`src/rtl/afifo_pkg.sv`:
```
// afifo_pkg: Gray-code helpers and depth helper shared by both FIFO clock domains.
// Functions work on 32-bit values. Callers zero-extend narrower pointers and truncate the result.
package afifo_pkg;
  function automatic int fifo_depth(input int addr_w);
    return 1 << addr_w;
  endfunction
  function automatic logic [31:0] bin2gray(input logic [31:0] b);
    return b ^ (b >> 1);
  endfunction
  function automatic logic [31:0] gray2bin(input logic [31:0] g);
    logic [31:0] b;
    b = g;
    for (int i = 1; i < 32; i++) b = b ^ (g >> i);
    return b;
  endfunction
endpackage

```
`src/rtl/sync_chain.sv`:
```
// sync_chain: STAGES-deep flop chain that brings a bus into the clk domain.
// Ports:
//   clk   - destination clock
//   reset - asynchronous, active-low
//   d     - asynchronous input bus
//   q     - last synchroniser stage
module sync_chain #(
  parameter int WIDTH  = 1,
  parameter int STAGES = 2
) (
  input  logic             clk,
  input  logic             reset,
  input  logic [WIDTH-1:0] d,
  output logic [WIDTH-1:0] q
);
  logic [STAGES-1:0][WIDTH-1:0] stage_q;
  always_ff @(posedge clk or negedge reset)
    if (!reset) stage_q <= '0;
    else stage_q <= {stage_q[STAGES-2:0], d};
  assign q = stage_q[STAGES-1];
endmodule

```
`src/rtl/afifo_wr_ctrl.sv`:
```
// afifo_wr_ctrl: write-domain pointer, flag and overflow control of the dual-clock FIFO.
// Ports:
//   wr_clk, reset    - write clock; asynchronous, active-low reset
//   wr_en            - producer write request
//   rd_ptr_gray      - Gray read pointer from the read domain
//   clr_overflow     - synchronous clear of overflow
//   mem_we/mem_waddr - memory write strobe and address
//   wr_ptr_gray      - registered Gray write pointer to the read domain
//   full/almost_full/wr_level/overflow - status
module afifo_wr_ctrl
  import afifo_pkg::*;
#(
  parameter int ADDR_W       = 4,
  parameter int SYNC_STAGES  = 2,
  parameter int AFULL_THRESH = 14
) (
  input  logic              wr_clk,
  input  logic              reset,
  input  logic              wr_en,
  input  logic [ADDR_W:0]   rd_ptr_gray,
  input  logic              clr_overflow,
  output logic              mem_we,
  output logic [ADDR_W-1:0] mem_waddr,
  output logic [ADDR_W:0]   wr_ptr_gray,
  output logic              full,
  output logic              almost_full,
  output logic [ADDR_W:0]   wr_level,
  output logic              overflow
);
  localparam int PW = ADDR_W + 1;
  logic [PW-1:0] wb_q, wb_d, wg_q, wg_d, rs, rb;
  logic          ovf_q, ovf_d;
  sync_chain #(.WIDTH(PW), .STAGES(SYNC_STAGES)) u_rd_sync (
    .clk  (wr_clk),
    .reset(reset),
    .d    (rd_ptr_gray),
    .q    (rs)
  );
  always_comb begin
    rb          = PW'(gray2bin(32'(rs)));
    wr_level    = wb_q - rb;
    // Full when the pointers match except for the two MSBs, which are inverted in Gray code.
    full        = wg_q == {~rs[ADDR_W:ADDR_W-1], rs[ADDR_W-2:0]};
    almost_full = wr_level >= PW'(AFULL_THRESH);
    mem_we      = wr_en & ~full;
    wb_d        = wb_q + PW'(mem_we);
    // The Gray pointer comes from the next binary value, so it never lags wb.
    wg_d        = PW'(bin2gray(32'(wb_d)));
    // Set wins over clear.
    ovf_d       = (wr_en & full) | (ovf_q & ~clr_overflow);
  end
  always_ff @(posedge wr_clk or negedge reset)
    if (!reset) begin
      wb_q  <= '0;
      wg_q  <= '0;
      ovf_q <= 1'b0;
    end else begin
      wb_q  <= wb_d;
      wg_q  <= wg_d;
      ovf_q <= ovf_d;
    end
  assign mem_waddr   = wb_q[ADDR_W-1:0];
  assign wr_ptr_gray = wg_q;
  assign overflow    = ovf_q;
endmodule
```
`config.mk`:
```
export PLATFORM = sky130hd
export DESIGN_NAME = afifo_wr_ctrl
export DESIGN_NICKNAME = d
export VERILOG_FILES = /design/src/rtl/afifo_pkg.sv /design/src/rtl/sync_chain.sv /design/src/rtl/afifo_wr_ctrl.sv
export SDC_FILE = /design/constraint.sdc
export NUM_CORES = 1
export LEC_CHECK = 0
export CORE_MARGIN = 10
export CORE_UTILIZATION = 28
export CTS_CLUSTER_DIAMETER = 150
export DETAILED_ROUTE_END_ITERATION = 12
export SLEW_MARGIN = 20
export SYNTH_ARGS = -nofsm -noshare
export SYNTH_HDL_FRONTEND = slang
export SYNTH_HIERARCHICAL = 1
export SYNTH_SLANG_ARGS = --single-unit
```
`constraint.sdc`:
```
create_clock -name wr_clk -period 3.5 [get_ports wr_clk]
set_input_delay 0.7 -clock wr_clk [delete_from_list [all_inputs] [get_ports wr_clk]]
set_output_delay 0.7 -clock wr_clk [all_outputs]
set_load 0.02 [all_outputs]
```
==> results.cfg, run 1 <==
[outcome]
outcome = finished, final reports clean

[clock_tree]
cts_tree = done
hold_buffers = 0
clock_path_buffers = 2
clockRootBuffer = clkbuf_4
cts_made_buffers = 3
cts.reportedPaths.clkPinSlew_ns = 0.09
h-tree-depth = 1
clock_sinks = 20
clk_latency_ns = 0.28

[route]
drt-met1-wl_um = 705
drcViolationCount = 0
wl_um = 1762
dr_wl_met2_um = 976
ant_nets = 0
routed.top_layer = met3
vias = 575
vias_per_cell = 3.966
wl_per_cell_um = 12.15
drtIter0Drc = 11
dr.pass1.iters = 2
wl_met3_um = 80

[worst_setup_path]
worst_setup_path_end_kind = output pin
cp_slowest_cell = dfrtp_1
startpoint = u_rd_sync/q[4]
critPathArrivalTime_ns = 2.75
critPathTopFamily = XOR/XNOR gates
worstSetupPathType = reg -> out
regToRegSetupSlack_ns = 1.31
path_max_fanout = 2
r2r_start = u_rd_sync/q[4]
slowest_delay_ns = 0.42
critPathLaunchType = register
path_cells = xnor2_2 -> xor2_2 -> xor2_2 -> xnor2_1 -> ha_2 -> fa_2 -> nand2b_4 -> a21oi_4 -> xnor2_2 -> a31o_2 -> buf_2
crit_required_ns = 2.80
critPathBufInv = 1

[cells_and_area]
stdcell_area_mm2 = 0.001282
instances_no_fill = 145
syn_to_final_growth_pct = 37.77
fin_nets = 119
final_core_util_pct = 41.00
num-fill-cells = 313
layout_commonest_cell = clkdlybuf4s50_1
layout_common_cells = clkdlybuf4s50_1 (21), dfrtp_1 (20), xor2_1 (8)
drive_above_1_share_pct = 20.79
multiInputGateArea_um2 = 397.9
ff_latch_area_um2 = 500.5
n_antenna_cell = 0

[die]
die_area_mm2 = 0.006031
fp.dieW_um = 77.66
core_mm2 = 0.003128
die_h_um = 77.66
start_util_pct = 29.76
rows = 20
ios = 27

[pwr]
vdd_drop_max_uv = 209.0
finalPower_mw = 1.302
power.density_mw_per_mm2 = 1016
p_leak_nw = 0.5761

[sta]
hold_viol_final = 0
min_period_ns = 3.451
rsz0062_at_grt = yes
max_slew.worst_pin.slew_ns = 0.8524
setup_viol = 0
tns_ns = 0
finClkSkew_ns = 0.003007
timing.fmax_mhz = 289.8
fin_crit_sh_pct = 98.60
slew_headroom_pct = 42.99
whs_ns = 0.3546
setup_slack_ns = 0.04896
drv_slew = 0

[logic_synthesis]
yosys_warnings = 6
syn_inst = 72
synthesis.nets = 88
syn_area_um2 = 930.9
yosys_register_bits = 20
syn_area_per_cell_um2 = 12.93
synth_cell_types = 19
ys_seq_area_share_pct = 53.76

[global_routing]
gr-total-overflow = 0
grt_max_degree = 21
grt_pass1_wl_um = 2870
grt_use_total_pct = 5.805
antenna_found_initial = 0
first_global_vias = 644

[run]
drv_cap = 0

[worst_hold_path]
min_from = u_rd_sync/stage_q[3]
hold_class = reg -> reg

[placement]
detailed_place_hpwl_um = 1508
place.gp.congestion = 0.6853
place_ws_ns = -0.1388
placed_cell_area_mm2 = 0.001239
place_inst = 141
io_buffers = 26
==> worst reg2reg max path: stages (launching register included) <==
cell and delay [ns]:
dfrtp_1 0.42, xor2_1 0.31, nand2_1 0.11, nor4_2 0.23, nor2b_1 0.12, ha_1 0.23, ha_1 0.21, xor2_1 0.32
xor2_1 0.17
==> cell families after synthesis <==
kind of cell / after synthesis / share of synthesized area, %
AO/OA/AOI/OAI: 5 / 3.494
adder cells (fa/ha/maj): 7 / 10.21
AND/OR/NAND/NOR: 9 / 5.378
flip-flops: 20 / 53.76
buffers and inverters: 12 / 6.856
XOR/XNOR: 19 / 20.30
==> area by class of cell <==
cell class,count,area share (%)
sequential,20,39.02
multi-input combinational,40,31.02
timing repair buffer,31,21.85
tap,44,4.293
inverter,7,2.049
clock buffer,3,1.756
==> cell usage after synthesis (all sizes together) <==
library cell / n / area [um^2]
dfrtp: 20 / 500.5
xor2: 10 / 102.6
xnor2: 9 / 86.34
inv: 7 / 26.28
ha: 6 / 75.07
buf: 5 / 37.54
a21oi: 2 / 10.01
nand2: 2 / 7.510
nand3: 2 / 10.01
nor2: 2 / 7.510
a22o: 1 / 8.760
a31o: 1 / 8.760
fa: 1 / 20.02
nand2b: 1 / 6.260
nor2b: 1 / 6.260
nor4: 1 / 12.51
o21ai: 1 / 5.000
==> metal layers <==
| metal | track usage [%] | vias up |
|---|---|---|
| met4 | 3.832 | 0 |
| met2 | 10.20 | 16 |
| li1 | - | 282 |
| met1 | 6.150 | 277 |
| met3 | 1.152 | 0 |
| met5 | 0 | - |
==> what timing repair did <==
item / CTS / global route
gates cloned: 0 / 0
pin swaps: 0 / 5
gates resized for setup: 7 / 12
setup endpoints to repair: 5 / 3
buffers inserted: 0 / 1
hold endpoints to repair: 0 / 0
==> final timing paths <==
| check | end | cells after the start |
|---|---|---|
| max in group asynchronous | wr_ptr_gray[3] | 1 |
| min | u_rd_sync/q[3] | 0 |
| max reg2reg | wr_ptr_gray[1] | 8 |
| min in group asynchronous | overflow | 1 |
| max | almost_full | 11 |
| min reg2reg | u_rd_sync/q[3] | 0 |
==> registers in the layout, summed over array words and instances, names as in the netlist <==
signal / count
u_rd_sync/q: 5
overflow: 1
wr_ptr_gray: 4
u_rd_sync/stage_q: 5
wb_q: 5
==> power by group <==
group / internal, mW / switching [mW]
clock: 0.0399 / 0.0583
sequential: 0.298 / 0.0598
combinational: 0.385 / 0.462
Power figures use the tool's default switching activity.
==> run 2: changes to the inputs <==
Settings changed: CORE_MARGIN 10 to 8.
==> run 2 against run 1 <==
Against the previous run:
- combinational power shrank 6.3%
- die area is 10% lower
- critical path depth unchanged
- register-to-register slack worse by 0.02 ns
- worst hold slack better by 0.0055 ns
- wire length shrank 2.4%
- core utilization shrank 1.3 points
- first-iteration DRC count is 55% lower
- total power rose by 2.6%
- sequential share of layout area down 0.30 points
- cell count rose by 2.1%
- largest cell class unchanged
- largest power group unchanged
==> results.cfg, run 2 (same netlist as run 1, synthesis figures left out) <==
[cells_and_area]
fin_nets = 119
num-fill-cells = 339
final_core_util_pct = 39.67
layout_commonest_cell = clkdlybuf4s50_1
n_antenna_cell = 0
syn_to_final_growth_pct = 38.84
drive_above_1_share_pct = 19.61
layout_common_cells = clkdlybuf4s50_1 (21), dfrtp_1 (20), xnor2_1 (8), xor2_1 (8), inv_1 (7)
instances_no_fill = 148

[pwr]
netSwitchingFraction_pct = 41.98
pwr-share-comb_pct = 59.4
clock_power_share_pct = 13.6
p_leak_nw = 0.5788
pwr-share-seq_pct = 27.1
internal-power_mw = 0.7756
p_sw_mw = 0.5612
finalPower_mw = 1.337
vdd_drop_max_uv = 203.9
power.density_mw_per_mm2 = 1034

[clock_tree]
cts_made_buffers = 3
clockRootBuffer = clkbuf_4
clock_sinks = 20
cts.reportedPaths.clkPinSlew_ns = 0.11
h-tree-depth = 1
clk_latency_ns = 0.29
clock_path_buffers = 2
cts_tree = done
hold_buffers = 0

[placement]
io_buffers = 26
place.gp.congestion = 0.7533
place_inst = 143
detailed_place_hpwl_um = 1443

[worst_setup_path]
critPathLaunchType = register
crit_required_ns = 2.80
r2r_start = u_rd_sync/q[3]
path_max_fanout = 2
startpoint = u_rd_sync/q[4]
worst_setup_path_end_kind = output pin
worstSetupPathType = reg -> out
critPathArrivalTime_ns = 2.76

[route]
vias = 579
wl_um = 1720
ant_nets = 0
drtIter0Drc = 5
drcViolationCount = 0
wl_per_cell_um = 11.62
dr.pass1.iters = 2
vias_per_cell = 3.912

[global_routing]
gr-total-overflow = 0
antenna_found_initial = 0
grt_max_degree = 21
first_global_vias = 605
grt_use_total_pct = 6.537
grt_pass1_wl_um = 2704

[worst_hold_path]
hold_class = reg -> reg
min_from = u_rd_sync/stage_q[4]

[die]
ios = 27
core_mm2 = 0.003258
rows = 21
die_area_mm2 = 0.005426
fp.dieW_um = 73.66
die_h_um = 73.66
start_util_pct = 28.57

[sta]
whs_ns = 0.3601
hold_viol_final = 0
setup_viol = 0
timing.fmax_mhz = 289.2
rsz0062_at_grt = yes
drv_slew = 0
min_period_ns = 3.458
fin_crit_sh_pct = 98.80
slew_headroom_pct = 43.16
max_slew.worst_pin.slew_ns = 0.8500
finClkSkew_ns = 0.004302

[outcome]
outcome = finished, final reports clean

[run]
drv_cap = 0
## run 2: cell types whose count changed in the layout (fill, tap and decap cells not counted)
cell       previous run  this run
nand2b_4              1         0
bufinv_16             0         1
xnor2_2               2         1
buf_2                 1         2
a21oi_4               1         0
nand2b_1              0         1
xnor2_1               7         8
a21oi_2               0         1
clkbuf_2              2         1
## run 2: timing repair
action,4_1_cts,5_1_grt
setup buffers,0,1
resized for setup,9,8
hold endpoints to repair,0,0
endpoints found under the setup margin,5,3
pin swaps,0,4
## run 2: final timing paths
kind                             endpoint  slack (ns)  depth (start not counted)
max                           almost_full        0.04                         11
min                        u_rd_sync/q[4]        0.36                          0
max reg2reg                wr_ptr_gray[1]        1.29                          8
min reg2reg                u_rd_sync/q[4]        0.36                          0
max in group asynchronous         wb_q[1]        2.10                          1
min in group asynchronous  u_rd_sync/q[0]        0.88                          1
## run 2: metrics by stage
stage | setup TNS [ns] | instance area (um^2) | setup WS [ns]
after floorplan | 0 | 930.9 | 0.2345
after global placement | -0.1703 | 1241 | -0.1254
after detailed placement | -0.1744 | 1241 | -0.1346
after CTS | -0.2453 | 1290 | -0.1571
after global routing | -0.1747 | 1292 | -0.1378
final | 0 | 1292 | 0.04185
## run 2: layer usage
layer  GRT usage [%]  vias up  part of all wire, %
li1                -      283                    -
met1           6.114      282                   36
met2           11.81       12                   56
met3           1.501        2                  6.3
met4           5.322        0                  1.5
met5               0        -                    0
## run 2: layout make-up
| class | count | area (um^2) | area share, % |
|---|---|---|---|
| Clock buffer | 3 | 22.52 | 1.742 |
| Clock inverter | 1 | 30.03 | 2.323 |
| Inverter | 7 | 26.28 | 2.033 |
| Multi-Input combinational cell | 40 | 375.4 | 29.04 |
| Sequential cell | 20 | 500.5 | 38.72 |
| Tap cell | 46 | 57.56 | 4.453 |
| Timing Repair Buffer | 31 | 280.3 | 21.68 |
## run 2: critical path: stages, from the launching register on
cell	delay [ns]
dfrtp_1	0.43
xnor2_2	0.24
xor2_2	0.25
xor2_2	0.18
xnor2_1	0.09
ha_2	0.18
fa_2	0.33
nand2b_1	0.16
a21oi_2	0.13
xnor2_1	0.09
a31o_2	0.22
buf_2	0.15
## run 2: power by group through the flow
| stage | Combinational [mW] | Clock, mW | Sequential (mW) |
|---|---|---|---|
| after floorplan | 0.432 | 0 | 0.420 |
| after global placement | 0.855 | 0 | 0.365 |
| after detailed placement | 0.862 | 0 | 0.368 |
| after CTS | 0.817 | 0.187 | 0.364 |
| after global routing | 0.867 | 0.196 | 0.370 |
| final | 0.794 | 0.181 | 0.362 |
==> run 3: changes to the inputs <==
Settings changed: PLACE_DENSITY_LB_ADDON set to 0.05.
==> run 3 against run 2 <==
Against the previous run:
- core utilization grew 0.50 points
- largest cell class unchanged
- critical endpoint unchanged
- register-to-register slack lost 0.08 ns
- via count shrank 0.52%
- cell count grew 1.4%
- global-route usage grew 0.39 points
- fmax grew 1.0%
- non-clock buffer count grew 2
- critical path type unchanged
- wire length grew 1.6%
- flip-flop and latch count is the same
==> results.cfg, run 3 (same netlist as run 1, synthesis figures left out) <==
[outcome]
outcome = finished, final reports clean

[sta]
hold_viol_final = 0
slew_headroom_pct = 42.02
min_period_ns = 3.423
setup_viol = 0
drv_slew = 0
fin_crit_sh_pct = 97.81
finClkSkew_ns = 0.001055
timing.fmax_mhz = 292.1
max_slew.worst_pin.slew_ns = 0.8670
rsz0062_at_grt = yes

[route]
dr.pass1.iters = 2
vias_per_cell = 3.840
ant_nets = 0
drtIter0Drc = 14
drcViolationCount = 0
vias = 576
wl_per_cell_um = 11.65
wl_um = 1748

[worst_hold_path]
hold_class = reg -> reg
min_from = u_rd_sync/stage_q[1]

[global_routing]
grt_max_degree = 21
grt-busiest-layer = met2
met3_usage_pct = 2.729
antenna_found_initial = 0
first_global_vias = 629
grt_pass1_wl_um = 2760
grt_use_total_pct = 6.931
use_met1_pct = 7.074
grtUsageMet2_pct = 11.71
gr-total-overflow = 0

[cells_and_area]
stdcell_area_mm2 = 0.001309
final_core_util_pct = 40.17
num-fill-cells = 346
layout_commonest_cell = clkdlybuf4s50_1
syn_to_final_growth_pct = 40.59
instances_no_fill = 150
drive_above_1_share_pct = 22.12
fin_nets = 121
n_antenna_cell = 0
layout_common_cells = clkdlybuf4s50_1 (21), dfrtp_1 (20), xnor2_1 (8), xor2_1 (8), buf_4 (8)

[clock_tree]
clock_path_buffers = 2
cts_tree = done
clockRootBuffer = clkbuf_4
clock_sinks = 20
h-tree-depth = 1
cts.reportedPaths.clkPinSlew_ns = 0.11
cts_made_buffers = 3
hold_buffers = 0
clk_latency_ns = 0.29

[die]
ios = 27
die_area_mm2 = 0.005426
fp.dieW_um = 73.66
start_util_pct = 28.57
core_mm2 = 0.003258
rows = 21
die_h_um = 73.66

[worst_setup_path]
worstSetupPathType = reg -> out
worst_setup_path_end_kind = output pin
path_cells = xnor2_2 -> xor2_2 -> xor2_2 -> xnor2_1 -> ha_2 -> fa_2 -> nand2b_4 -> a21oi_4 -> xnor2_1 -> a31o_2 -> buf_4
cp_slowest_cell = dfrtp_1
critPathArrivalTime_ns = 2.72
slowest_delay_ns = 0.43
path_max_fanout = 2
crit_required_ns = 2.80
critPathLaunchType = register
r2r_start = u_rd_sync/q[4]
startpoint = u_rd_sync/q[4]

[run]
drv_cap = 0

[placement]
io_buffers = 26
detailed_place_hpwl_um = 1458
place_inst = 145
place.gp.congestion = 0.7198
placed_cell_area_mm2 = 0.001256

[pwr]
vdd_drop_max_uv = 228.7
power.density_mw_per_mm2 = 1014
p_leak_nw = 0.5887
==> run 3: cell types whose count changed in the layout (fill, tap and decap cells not counted) <==
cell / previous run / this run
nand2b_1: 1 / 0
nand2b_4: 0 / 1
bufinv_16: 1 / 0
clkbuf_8: 0 / 1
a21oi_4: 0 / 1
buf_4: 5 / 8
buf_2: 2 / 0
a21oi_2: 1 / 0
clkbuf_2: 1 / 2
==> run 3: final cells by class <==
class                           instances  area (um^2)  area share (%)
Inverter                                7        26.28           2.008
Tap cell                               46        57.56           4.398
Sequential cell                        20        500.5           38.24
Timing Repair Buffer                   33        297.8           22.75
Multi-Input combinational cell         40        390.4           29.83
Clock buffer                            4        36.28           2.772
==> run 3: report_power, final <==
part	internal, mW	switching [mW]
Clock	0.0633	0.0675
Sequential	0.298	0.0612
Combinational	0.387	0.451
==> run 3: worst max-delay path, delay by kind of cell, from the launching register on <==
kind | cells | cell delay, ns
adders and majority gates | 2 | 0.52
AOI/OAI and AO/OA | 2 | 0.36
DFF | 1 | 0.43
buffers and inverters | 1 | 0.15
and+or+nand+nor | 1 | 0.16
xor gates and xnor gates | 5 | 0.82
==> run 3: layer usage <==
| layer | vias to the layer above | routed length (um) |
|---|---|---|
| met5 | - | 0 |
| met4 | 0 | 14 |
| met3 | 2 | 98 |
| met2 | 14 | 902 |
| met1 | 275 | 733 |
| li1 | 285 | - |
==> run 3: final timing paths <==
path / to / slack [ns] / depth (start not counted)
min: u_rd_sync/q[1] / 0.36 / 0
min in group asynchronous: wb_q[4] / 0.89 / 1
max: almost_full / 0.08 / 11
min reg2reg: u_rd_sync/q[1] / 0.36 / 0
max in group asynchronous: u_rd_sync/q[2] / 2.08 / 1
max reg2reg: wr_ptr_gray[1] / 1.21 / 9
==> run 3: stage by stage <==
step	setup TNS, ns	worst slack (ns)	total power, mW	hold WS (ns)
6_report	0	0.07674	1.327	0.3595
5_1_grt	-0.1025	-0.1025	1.435	0.3678
4_1_cts	-0.1838	-0.1237	1.331	0.3622
3_5_place_dp	-0.1992	-0.1443	1.240	0.3365
3_3_place_gp	-0.1431	-0.1130	1.239	0.3325
2_1_floorplan	0	0.2345	0.8524	0.3312
==> run 3: timing repair <==
| item | 4_1_cts | 5_1_grt |
|---|---|---|
| endpoints found under the setup margin | 5 | 3 |
| pin swaps | 0 | 4 |
| resized for setup | 10 | 10 |
| setup buffers | 0 | 1 |
